<file path="config.mk">
export PLATFORM = sky130hd
export DESIGN_NAME = int_adder_driver
export DESIGN_NICKNAME = d
export VERILOG_FILES = /design/src/rtl/int_adder_driver.sv
export SDC_FILE = /design/constraint.sdc
export NUM_CORES = 1
export LEC_CHECK = 0
export CORE_UTILIZATION = 54
export DETAILED_ROUTE_END_ITERATION = 10
export PLACE_DENSITY = 0.82
export REMOVE_ABC_BUFFERS = 1
export SKIP_LAST_GASP = 1
export SYNTH_ARGS = -nofsm -noshare
export SYNTH_HDL_FRONTEND = slang
export SYNTH_SLANG_ARGS = --single-unit
</file>
<file path="constraint.sdc">
create_clock -name clk -period 6.9 [get_ports clk]
set_clock_uncertainty 0.2 [all_clocks]
set_input_delay 2.07 -clock clk [delete_from_list [all_inputs] [get_ports clk]]
set_output_delay 2.07 -clock clk [all_outputs]
set_load 0.05 [all_outputs]
</file>
<file path="src/rtl/int_adder_driver.sv">
// Clocked valid/ready bridge around a dual-rail ripple adder, FP (RZ) or TP (transition) encoding.
// Define INT_ADDER_DRIVER_SYNC_EN to pass the returned rails through two-flop synchronisers.
module int_adder_driver #(
  parameter ENC = "TP",
  parameter int WIDTH = 1,
  parameter int TIMEOUT = 64
) (
  input  logic                 clk,
  input  logic                 rst,
  input  logic                 in_valid,
  output logic                 in_ready,
  input  logic [WIDTH-1:0]     in_a,
  input  logic [WIDTH-1:0]     in_b,
  input  logic                 in_c,
  output logic                 out_valid,
  input  logic                 out_ready,
  output logic [WIDTH-1:0]     out_s,
  output logic                 out_c,
  output logic                 out_err,
  output logic                 en,
  output logic [WIDTH*2-1:0]   a_dr,
  output logic [WIDTH*2-1:0]   b_dr,
  output logic [1:0]           c_in_dr,
  input  logic [WIDTH*2-1:0]   s_dr,
  input  logic [1:0]           c_out_dr
);
  localparam int RAIL_NUM = 2;
  localparam int RW = (WIDTH + 1) * RAIL_NUM;
  localparam bit IS_FP = (ENC == "FP");
  localparam int CW = $clog2(TIMEOUT);
  localparam logic [CW-1:0] CNT_MAX = CW'(TIMEOUT - 1);

  localparam logic [1:0] ST_IDLE = 2'd0;
  localparam logic [1:0] ST_EVAL = 2'd1;
  localparam logic [1:0] ST_RTZ  = 2'd2;
  localparam logic [1:0] ST_HOLD = 2'd3;

  if (ENC != "FP" && ENC != "TP") begin : g_bad_enc
    $error("int_adder_driver: ENC must be \"FP\" or \"TP\"");
  end
  if (TIMEOUT < 2) begin : g_bad_timeout
    $error("int_adder_driver: TIMEOUT must be at least 2");
  end

  logic [1:0]            state_q, state_d;
  logic [WIDTH*2-1:0]    a_dr_q, a_dr_d, b_dr_q, b_dr_d;
  logic [1:0]            c_in_dr_q, c_in_dr_d;
  logic [RW-1:0]         ref_q, ref_d;
  logic [CW-1:0]         cnt_q, cnt_d;
  logic [WIDTH-1:0]      out_s_q, out_s_d;
  logic                  out_c_q, out_c_d, out_err_q, out_err_d;
  logic                  en_q, en_d;
  logic [RW-1:0]         ret, diff;
  logic [WIDTH:0]        val;
  logic [1:0]            pair;
  logic                  done, illegal, ret_zero, timeout, leave_eval;

`ifdef INT_ADDER_DRIVER_SYNC_EN
  logic [RW-1:0] sync1_q, sync1_d, sync2_q, sync2_d;
  always_comb begin
    sync1_d = {c_out_dr, s_dr};
    sync2_d = sync1_q;
  end
  always_ff @(posedge clk) begin
    if (rst) begin
      sync1_q <= '0;
      sync2_q <= '0;
    end else begin
      sync1_q <= sync1_d;
      sync2_q <= sync2_d;
    end
  end
  assign ret = sync2_q;
`else
  assign ret = {c_out_dr, s_dr};
`endif

  // FP looks at the rails themselves; TP looks at which rails toggled since the last result.
  assign diff = IS_FP ? ret : (ret ^ ref_q);
  assign ret_zero = (ret == '0);
  assign timeout = (cnt_q == CNT_MAX);

  always_comb begin
    done = 1'b1;
    illegal = 1'b0;
    val = '0;
    pair = '0;
    for (int i = 0; i <= WIDTH; i++) begin
      pair = diff[RAIL_NUM*i +: RAIL_NUM];
      done = done & (pair[1] ^ pair[0]);
      illegal = illegal | (&pair);
      val[i] = pair[1];
    end
  end

  always_comb begin
    state_d = state_q;
    a_dr_d = a_dr_q;
    b_dr_d = b_dr_q;
    c_in_dr_d = c_in_dr_q;
    ref_d = ref_q;
    out_s_d = out_s_q;
    out_c_d = out_c_q;
    out_err_d = out_err_q;
    en_d = 1'b1;
    leave_eval = 1'b0;
    case (state_q)
      ST_IDLE: begin
        if (in_valid) begin
          state_d = ST_EVAL;
          for (int i = 0; i < WIDTH; i++) begin
            if (IS_FP) begin
              a_dr_d[RAIL_NUM*i +: RAIL_NUM] = in_a[i] ? 2'b10 : 2'b01;
              b_dr_d[RAIL_NUM*i +: RAIL_NUM] = in_b[i] ? 2'b10 : 2'b01;
            end else begin
              a_dr_d[RAIL_NUM*i+1] = a_dr_q[RAIL_NUM*i+1] ^ in_a[i];
              a_dr_d[RAIL_NUM*i]   = a_dr_q[RAIL_NUM*i] ^ ~in_a[i];
              b_dr_d[RAIL_NUM*i+1] = b_dr_q[RAIL_NUM*i+1] ^ in_b[i];
              b_dr_d[RAIL_NUM*i]   = b_dr_q[RAIL_NUM*i] ^ ~in_b[i];
            end
          end
          if (IS_FP) begin
            c_in_dr_d = in_c ? 2'b10 : 2'b01;
          end else begin
            c_in_dr_d = c_in_dr_q ^ {in_c, ~in_c};
          end
        end
      end
      ST_EVAL: begin
        if (illegal) begin
          out_err_d = 1'b1;
          leave_eval = 1'b1;
        end else if (done) begin
          out_s_d = val[WIDTH-1:0];
          out_c_d = val[WIDTH];
          out_err_d = 1'b0;
          leave_eval = 1'b1;
        end else if (timeout) begin
          out_err_d = 1'b1;
          leave_eval = 1'b1;
        end
        // FP always returns to zero so the adder can clear, even after an error.
        if (leave_eval) begin
          if (IS_FP) begin
            a_dr_d = '0;
            b_dr_d = '0;
            c_in_dr_d = '0;
            state_d = ST_RTZ;
          end else begin
            ref_d = ret;
            state_d = ST_HOLD;
          end
        end
      end
      ST_RTZ: begin
        if (ret_zero) begin
          state_d = ST_HOLD;
        end else if (timeout) begin
          out_err_d = 1'b1;
          state_d = ST_HOLD;
        end
      end
      default: begin
        if (out_ready) state_d = ST_IDLE;
      end
    endcase
    if (state_d != state_q) begin
      cnt_d = '0;
    end else if ((state_q == ST_EVAL || state_q == ST_RTZ) && !timeout) begin
      cnt_d = cnt_q + 1'b1;
    end else begin
      cnt_d = cnt_q;
    end
  end

  always_ff @(posedge clk) begin
    if (rst) begin
      state_q   <= ST_IDLE;
      a_dr_q    <= '0;
      b_dr_q    <= '0;
      c_in_dr_q <= '0;
      ref_q     <= '0;
      cnt_q     <= '0;
      out_s_q   <= '0;
      out_c_q   <= 1'b0;
      out_err_q <= 1'b0;
      en_q      <= 1'b0;
    end else begin
      state_q   <= state_d;
      a_dr_q    <= a_dr_d;
      b_dr_q    <= b_dr_d;
      c_in_dr_q <= c_in_dr_d;
      ref_q     <= ref_d;
      cnt_q     <= cnt_d;
      out_s_q   <= out_s_d;
      out_c_q   <= out_c_d;
      out_err_q <= out_err_d;
      en_q      <= en_d;
    end
  end

  assign in_ready  = (state_q == ST_IDLE);
  assign out_valid = (state_q == ST_HOLD);
  assign out_s     = out_s_q;
  assign out_c     = out_c_q;
  assign out_err   = out_err_q;
  assign en        = en_q;
  assign a_dr      = a_dr_q;
  assign b_dr      = b_dr_q;
  assign c_in_dr   = c_in_dr_q;
endmodule

</file>
==> metrics.cfg, run 1 <==
[final_layout]
syn2layout_area_growth_pct=24.92
stdcell_area_um2=1474
nFillCells=145
final_nets=173
drive_gt1_frac=0.05844
insertedDiodeCount=0

[routing]
wl_per_cell_um=15.23
routed_wl_um=2756
top_layer_used=met4
drtAntennaViolNets=0
drtPass1Iterations=5
dr_total_vias=1095
via_per_inst=6.050
route.met3.wl_um=106
drtIter0Drc=38
drt_drc_violations_left=0
met2_wirelength_um=1472
wl_met1_um=1112

[setup_path]
critPathRequiredTime_ps=6930
crit_type=in2reg
crit_slowest_cell=a2111o_1
crit_buf_inv=1
crit_family=compound AO/OA/AOI/OAI gates
critical_path.startpoint_type=primary input
max_stage_delay_ps=550
cp_max_fo=6
arrival_ps=4500
critPathCaptureType=flip-flop
crit_chain=clkdlybuf4s50_1, xor2_1, ha_1, a211oi_2, o22ai_2, a2111o_1, nor4_1

[yosys]
synthCells=131
synth_area_leaders=dfxtp_1 37%, ha_1 7.4%, mux2i_1 6.8%
synth_cell_types=36
synth_area_um2=1180
yosys.area.top_type=dfxtp_1
seq_area_frac_synth=0.3733
synth_top_area_frac=0.3733
yosysWarningCount=0
syn-mean-instance-area_um2=9.007
ys_ff_latch=22

[clocking]
post_cts_resized=0
clockBufferDepth=2
cts_buffers=3
clock_latency_ps=330
postCtsSetupBuffers=0
h-tree-depth=1
clk_root_buffer_cell=clkbuf_4
clk_pin_slew_ps=130
clock_sinks=22
cts_hold_buf=0
cts_tree=done

[sta]
period_share=0.6481
setup_viol=0
slew_viol_final=0
fmax_ghz=0.2236
hold_viol_final=0
rsz0062_at_grt=no
relSlewSlack=0.5970
max_slew.worst_pin.slew_ps=598.9
fin_tns_setup_ps=0
fin_crit_ps=4472

[global_routing]
grt_pass1_wl_um=4698
grt_max_degree=16
grtUsageTotal=0.2540
overflow=0
antenna_found_initial=0
grt_pass1_vias=1053

[floorplan]
start_util=0.5894
fp.coreArea_um2=2002
design.die.area_um2=2376
die_x_um=48.75
die_h_um=48.75
rows=16
ioPinCount=23

[power_and_ir_drop]
comb_power_share=0.494
power_frac_seq=0.316
p_total_mw=0.5393
leakagePower_nw=0.5436
power_density_nw_per_um2=365.9
clkPwrFrac=0.190
vdd.ir_drop.worst_v=0.0002692
intPower_mw=0.3087
switchingPower_mw=0.2305
switching_share=0.4275

[outcome]
outcome=complete, no violations

[placement]
place_area_um2=1421
port_buffers=22
gp_congestion=0.8633
dp_hpwl_um=2082

[job]
drv_cap=0

[min_path]
hp-class=reg2reg

-- per-stage QoR --
stage / setup slack (ps) / util / hold WS (ps) / cells
3_5_place_dp: 2165 / 0.7100 / 282.2 / 177
5_1_grt: 2291 / 0.7363 / 329.2 / 181
2_1_floorplan: 2957 / - / 280.7 / 128
3_3_place_gp: 2354 / 0.7100 / 266.3 / 177
4_1_cts: 2457 / 0.7363 / 304.3 / 181
6_report: 2428 / 0.7363 / 302.0 / 181
-- cell families after synthesis --
group / Yosys count / share of synthesized area
AND/OR/NAND/NOR: 52 / 0.2386
buffers and inverters: 9 / 0.02969
adder cells (fa/ha/maj): 7 / 0.07423
XOR/XNOR: 8 / 0.05939
multiplexers: 8 / 0.06787
AO/OA/AOI/OAI: 25 / 0.1570
flip-flops: 22 / 0.3733
-- power by group through the flow --
stage / logic, mW / clock network (mW) / registers [mW]
after floorplan: 0.156 / 0 / 0.206
after global placement: 0.252 / 0 / 0.172
after detailed placement: 0.263 / 0 / 0.173
after CTS: 0.264 / 0.103 / 0.171
after global routing: 0.287 / 0.106 / 0.174
final: 0.266 / 0.102 / 0.170
-- layout by cell type, fill, tap and decap left out, types with 2 or more instances in the layout --
master            n
clkbuf_4          3
nand2b_1          2
mux2i_1           8
xor2_1            8
dfxtp_1          22
a21oi_1           4
nor3_1            5
clkdlybuf4s50_1  22
o21ai_0           8
nand2_1           5
nor4_1            4
nor2_1           16
or3_1             4
inv_1             6
ha_1              7
nand3_1           9
-- worst register-to-register path, cell delays in order, from the launching register on --
cell      delay (ps)
dfxtp_1          390
xor2_1           230
ha_1             300
a211oi_2         290
o22ai_2          220
a2111o_1         550
nor4_1           310
-- cell type report --
cell class                      instances  area [µm²]  area share
Clock buffer                            3       22.52     0.01528
Clock inverter                          1       30.03     0.02037
Inverter                                6       22.52     0.01528
Multi-Input combinational cell        100       704.4      0.4779
Sequential cell                        22       440.4      0.2988
Tap cell                               27       33.78     0.02292
Timing Repair Buffer                   22       220.2      0.1494
-- layer usage --
metal | global-route usage | up-vias
met5 | 0 | -
met4 | 0.1275 | 0
met3 | 0.02516 | 7
met2 | 0.4560 | 33
met1 | 0.2965 | 528
li1 | - | 527
-- worst paths after layout --
path / start / to / slack (ps) / depth (start not counted)
max reg2reg: ref_q[3] / cnt_q[2] / 4330 / 6
max: c_out_dr[1] / cnt_q[2] / 2430 / 7
min: c_in_dr[0] / c_in_dr[0] / 300 / 2
min reg2reg: c_in_dr[0] / c_in_dr[0] / 300 / 2
-- Yosys cell counts (all sizes together) --
master,instances
a2111o,1
a2111oi,1
a211oi,1
a21boi,1
a21oi,4
a221oi,1
a311oi,2
a31oi,1
and4,1
clkbuf,3
dfxtp,22
ha,7
inv,6
mux2i,8
nand2,5
nand2b,2
nand3,9
nand4,1
nor2,16
nor2b,1
nor3,5
nor3b,1
nor4,4
nor4b,1
o211a,1
o211ai,1
o21ai,8
o22ai,1
o311ai,1
o31ai,1
or3,4
or3b,2
xor2,8
-- state kept, by name, summed over array words and instances (netlist names) --
signal and count:
b_dr 2, out_c 1, state_q 2, out_s 1, c_in_dr 2, a_dr 2
ref_q 4, en 1, cnt_q 6, out_err 1
No activity file was read; power rests on OpenSTA's default activity.
==> run 2, diff against run 1 <==
--- a/config.mk
+++ b/config.mk
@@ -5,9 +5,9 @@
 export SDC_FILE = /design/constraint.sdc
 export NUM_CORES = 1
 export LEC_CHECK = 0
-export CORE_UTILIZATION = 54
+export CORE_UTILIZATION = 45
 export DETAILED_ROUTE_END_ITERATION = 10
-export PLACE_DENSITY = 0.82
+export PLACE_DENSITY = 0.73
 export REMOVE_ABC_BUFFERS = 1
 export SKIP_LAST_GASP = 1
 export SYNTH_ARGS = -nofsm -noshare
==> constraint.sdc (replaced) <==
create_clock -name clk -period 3.6 [get_ports clk]
set_clock_uncertainty 0.2 [all_clocks]
set_input_delay 1.08 -clock clk [delete_from_list [all_inputs] [get_ports clk]]
set_output_delay 1.08 -clock clk [all_outputs]
set_load 0.05 [all_outputs]
==> metrics.cfg, run 2 (synthesized netlist as in run 1, its figures left out) <==
[outcome]
outcome=complete, no violations

[setup_path]
r2r-end=cnt_q[3]
crit_family=buffers and inverters
crit_chain=ha_1, clkdlybuf4s50_1
critPathCaptureType=output pin
cp_max_fo=11  ; +5
crit_type=reg2out
max_stage_delay_ps=870  ; +320 ps
worstRegToRegCells=7  ; +1
r2r_setup_slack_ps=1170  ; -3160 ps
cp.depth=2  ; -5
critPathRequiredTime_ps=2320  ; -4610 ps
crit_buf_inv=1  ; unchanged
r2r_start=state_q[0]
critical_path.startpoint_type=flip-flop
crit_slowest_cell=clkdlybuf4s50_1
arrival_ps=2150  ; -2350 ps

[placement]
place_ws_ps=68.35  ; -2097 ps
gp_congestion=0.8240  ; -4.6%
dp_hpwl_um=1941  ; -6.7%
port_buffers=22  ; unchanged

[clocking]
postCtsSetupBuffers=0  ; unchanged
clk_root_buffer_cell=clkbuf_4
post_cts_resized=0  ; unchanged
cts_buffers=3  ; unchanged
clk_pin_slew_ps=120  ; about the same
cts_hold_buf=0  ; unchanged
clock_latency_ps=310  ; -20 ps
clock_sinks=22  ; unchanged
cts_tree=done
clockBufferDepth=2  ; unchanged
h-tree-depth=1  ; unchanged

[min_path]
hold_start=b_dr[0]
hp-class=reg2reg
min_delay_path_depth=2  ; unchanged
worstHoldEndpoint=b_dr[0]

[floorplan]
design.die.area_um2=2831  ; +19%
die_x_um=53.21  ; +9.1%
ioPinCount=23  ; unchanged
rows=18  ; +2
start_util=0.4763  ; -0.1131
fp.coreArea_um2=2477  ; +24%
die_h_um=53.21  ; +9.1%

[sta]
fin_tns_setup_ps=0  ; unchanged
hold_viol_final=0  ; unchanged
setup_viol=0  ; unchanged
final.setup.worst_slack_ps=172.1  ; -2256 ps
max_slew.worst_pin.slew_ps=512.5  ; -86.43 ps
relSlewSlack=0.6495  ; +0.05247
fin_crit_ps=3428
fmax_ghz=0.2917
period_share=0.9522
slew_viol_final=0  ; unchanged
rsz0062_at_grt=no

[final_layout]
insertedDiodeCount=0  ; unchanged
top_regs=cnt_q x6, ref_q x4
utilization=0.6020  ; -0.1342
final_cell_mix=22 x dfxtp_1, 22 x clkdlybuf4s50_1, 16 x nor2_1
final_nets=177  ; +2.3%
drive_gt1_frac=0.08228  ; +0.02384
syn2layout_area_growth_pct=26.41
largest_reg_flops=6  ; unchanged
max_flop_register=cnt_q

[routing]
routed_wl_um=2489  ; -9.7%
drtAntennaViolNets=0  ; unchanged
drtIter0Drc=17  ; -55%
wl_per_cell_um=13.24  ; -13%
via_per_inst=5.569  ; -7.9%
dr_total_vias=1047  ; -4.4%
drt_drc_violations_left=0  ; unchanged
drtPass1Iterations=4  ; -1

[job]
drv_cap=0  ; unchanged

[power_and_ir_drop]
leakagePower_nw=0.5568  ; +2.4%
p_total_mw=0.9846  ; +83%
power_density_nw_per_um2=660.2  ; +80%
vdd.ir_drop.worst_v=0.0004786  ; +78%

[global_routing]
antenna_found_initial=0  ; unchanged
overflow=0  ; unchanged
grt_pass1_wl_um=3843  ; -18%
grt_max_degree=15  ; -1
grt_pass1_vias=909  ; -14%
grtUsageTotal=0.1850  ; -0.06900

## run 2: changes by cell type in the layout (fill, tap and decap cells not counted)
cell	previous run	this run
clkbuf_8	0	1
bufinv_16	1	0
buf_4	0	4
## run 2: how the worst max path moves through the flow
stage / end / startpoint / slack, ps
3_5_place_dp: cnt_q[2] / c_out_dr[1] / 70
6_report: out_valid / state_q[0] / 170
3_3_place_gp: cnt_q[5] / c_out_dr[1] / 130
5_1_grt: out_valid / state_q[0] / 80
4_1_cts: out_valid / state_q[0] / 180
2_1_floorplan: cnt_q[2] / c_out_dr[1] / 650
## run 2: through the flow
| step | instance area, µm² | hold WS, ps | cells |
|---|---|---|---|
| finish | 1491 | 299.7 | 188 |
| global route | 1491 | 333.0 | 188 |
| CTS | 1491 | 302.1 | 188 |
| detailed placement | 1455 | 282.3 | 184 |
| global placement | 1455 | 268.6 | 184 |
| floorplan | 1167 | 280.7 | 128 |
## run 2: metal layers
metal  track usage  wire length (µm)
met1        0.2318              1157
met2        0.3042              1210
met3       0.04598               111
met4       0.06140                10
met5             0                 0
## run 2: layout make-up
class / count / area (µm²)
well taps: 30 / 37.54
clock buffers: 4 / 36.28
inverters: 6 / 22.52
fillers: 231 / 985.9
flip-flops and latches: 22 / 440.4
multi-input cells: 100 / 704.4
repair buffers: 26 / 250.2
## run 2: tightest hold or removal path: cells and delay by family, from the launching register on
kind | cells | cell delay [ps]
compound gates | 2 | 130
flops | 1 | 340
## run 2: power breakdown
part,internal [mW],switching [mW]
clock network,0.0618,0.0783
logic,0.207,0.310
registers,0.286,0.0418
total,0.554,0.430
==> run 3, diff against run 2 <==
--- a/config.mk
+++ b/config.mk
@@ -5,7 +5,9 @@
 export SDC_FILE = /design/constraint.sdc
 export NUM_CORES = 1
 export LEC_CHECK = 0
-export CORE_UTILIZATION = 45
+export CELL_PAD_IN_SITES_DETAIL_PLACEMENT = 1
+export CELL_PAD_IN_SITES_GLOBAL_PLACEMENT = 1
+export CORE_UTILIZATION = 34
 export DETAILED_ROUTE_END_ITERATION = 10
 export PLACE_DENSITY = 0.73
 export REMOVE_ABC_BUFFERS = 1
==> metrics.cfg, run 3 (synthesized netlist as in run 1, its figures left out) <==
[clocking]
clock_sinks=22  ; unchanged
cts_tree=done
postCtsSetupBuffers=0  ; unchanged
clk_root_buffer_cell=clkbuf_4
clock_latency_ps=310  ; about the same
h-tree-depth=1  ; unchanged
cts_hold_buf=0  ; unchanged
clk_pin_slew_ps=120  ; about the same
clockBufferDepth=2  ; unchanged
cts_buffers=3  ; unchanged
post_cts_resized=0  ; unchanged

[setup_path]
worstRegToRegCells=7  ; unchanged
crit_slowest_cell=clkdlybuf4s50_1
r2r_start=state_q[0]
cp_max_fo=11  ; unchanged
crit_buf_inv=1  ; unchanged
r2r_setup_slack_ps=1140  ; -30 ps
max_stage_delay_ps=870  ; about the same
r2r-end=cnt_q[5]
critical_path.startpoint_type=flip-flop
arrival_ps=2160  ; about the same
crit_type=reg2out
critPathCaptureType=output pin
critPathRequiredTime_ps=2320  ; about the same
crit_chain=ha_1, clkdlybuf4s50_1
crit_family=buffers and inverters

[placement]
port_buffers=22  ; unchanged
gp_congestion=0.7449  ; -9.6%
dp_hpwl_um=2244  ; +16%
dp.cells=200  ; +8.7%
place_ws_ps=52.51  ; -15.84 ps
place_area_um2=1475  ; +1.4%

[power_and_ir_drop]
leakagePower_nw=0.5568  ; unchanged
p_total_mw=0.9941  ; +0.97%
intPower_mw=0.5552  ; +0.16%
clkPwrFrac=0.140  ; -0.002
comb_power_share=0.529  ; +0.004
vdd.ir_drop.worst_v=0.0001871  ; -61%
switchingPower_mw=0.4389  ; +2.0%
power_frac_seq=0.331  ; -0.002
switching_share=0.4415  ; +0.004512
power_density_nw_per_um2=657.7  ; -0.37%

[sta]
rsz0062_at_grt=no
final.setup.worst_slack_ps=157.3  ; -14.80 ps
relSlewSlack=0.6237  ; -0.02581
fmax_ghz=0.2905  ; -0.43%
hold_viol_final=0  ; unchanged
max_slew.worst_pin.slew_ps=550.2  ; +37.74 ps
fin_crit_ps=3443  ; +14.80 ps
setup_viol=0  ; unchanged
slew_viol_final=0  ; unchanged
period_share=0.9563  ; +0.004111
fin_tns_setup_ps=0  ; unchanged

[final_layout]
multi_input_area_um2=704.4  ; unchanged
final_cell_mix=22 x dfxtp_1, 22 x clkdlybuf4s50_1, 16 x nor2_1
nFillCells=413  ; +79%
stdcell_count=204  ; +8.5%
syn2layout_area_growth_pct=28.10
regArea_um2=440.4  ; unchanged
largest_reg_flops=6  ; unchanged
insertedDiodeCount=0  ; unchanged
max_flop_register=cnt_q
stdcell_area_um2=1511  ; +1.3%
drive_gt1_frac=0.08228  ; unchanged
final_nets=177  ; unchanged
top_regs=cnt_q x6, ref_q x4

[job]
drv_cap=0  ; unchanged

[global_routing]
grt_max_degree=15  ; unchanged
grtUsageTotal=0.1717  ; -0.01327
overflow=0  ; unchanged
grt_pass1_wl_um=4685  ; +22%
grt_pass1_vias=1056  ; +16%
antenna_found_initial=0  ; unchanged

[routing]
drtPass1Iterations=4  ; unchanged
drtIter0Drc=39  ; +22
drt_drc_violations_left=0  ; unchanged
dr_total_vias=1070  ; +2.2%
via_per_inst=5.245  ; -5.8%
drtAntennaViolNets=0  ; unchanged
wl_per_cell_um=14.09  ; +6.4%
routed_wl_um=2874  ; +15%

[floorplan]
ioPinCount=23  ; unchanged
rows=21  ; +3
design.die.area_um2=3710  ; +31%
fp.coreArea_um2=3337  ; +35%
die_h_um=60.91  ; +14%
die_x_um=60.91  ; +14%
start_util=0.3536  ; -0.1227

[min_path]
hp-class=reg2reg
worstHoldEndpoint=c_in_dr[0]
min_delay_path_depth=2  ; unchanged
hold_start=c_in_dr[0]

[outcome]
outcome=complete, no violations

## run 3: power groups by stage
stage          logic, mW  clock network (mW)  registers, mW
3_5_place_dp       0.525                   0          0.335
6_report           0.526               0.139          0.329
2_1_floorplan      0.299                   0          0.394
4_1_cts            0.528               0.147          0.329
5_1_grt            0.565               0.155          0.337
3_3_place_gp       0.514                   0          0.332
## run 3: metal layers
| metal | global-route usage | wire length (µm) | vias to the layer above |
|---|---|---|---|
| met5 | 0 | 0 | - |
| met4 | 0.05844 | 45 | 0 |
| met3 | 0.01919 | 67 | 5 |
| met2 | 0.2998 | 1431 | 17 |
| met1 | 0.2195 | 1329 | 517 |
| li1 | - | - | 531 |
## run 3: cell type report
type	instances	area share
inverter	6	0.01490
clock buffer	4	0.02401
tap	46	0.03808
sequential	22	0.2914
multi-input combinational	100	0.4661
timing repair buffer	26	0.1656
## run 3: how the worst max path moves through the flow
stage	cells past startpoint	startpoint	endpoint	slack (ps)
after floorplan	6	c_out_dr[1]	cnt_q[2]	650
after global placement	7	c_out_dr[1]	cnt_q[5]	100
after detailed placement	7	c_out_dr[1]	cnt_q[5]	50
after CTS	2	state_q[0]	out_valid	140
after global routing	2	state_q[0]	out_valid	40
final	2	state_q[0]	out_valid	160
## run 3: stage by stage
| stage | hold slack, ps | util |
|---|---|---|
| 6_report | 303.1 | 0.4529 |
| 4_1_cts | 309.8 | 0.4529 |
| 2_1_floorplan | 280.7 | - |
| 5_1_grt | 326.1 | 0.4529 |
| 3_5_place_dp | 290.4 | 0.4421 |
| 3_3_place_gp | 269.4 | 0.4421 |
## run 3: tightest hold or removal path, delay by kind of cell (launching register included)
family	cells	cell delay, ps
flops	1	340
compound gates	2	130
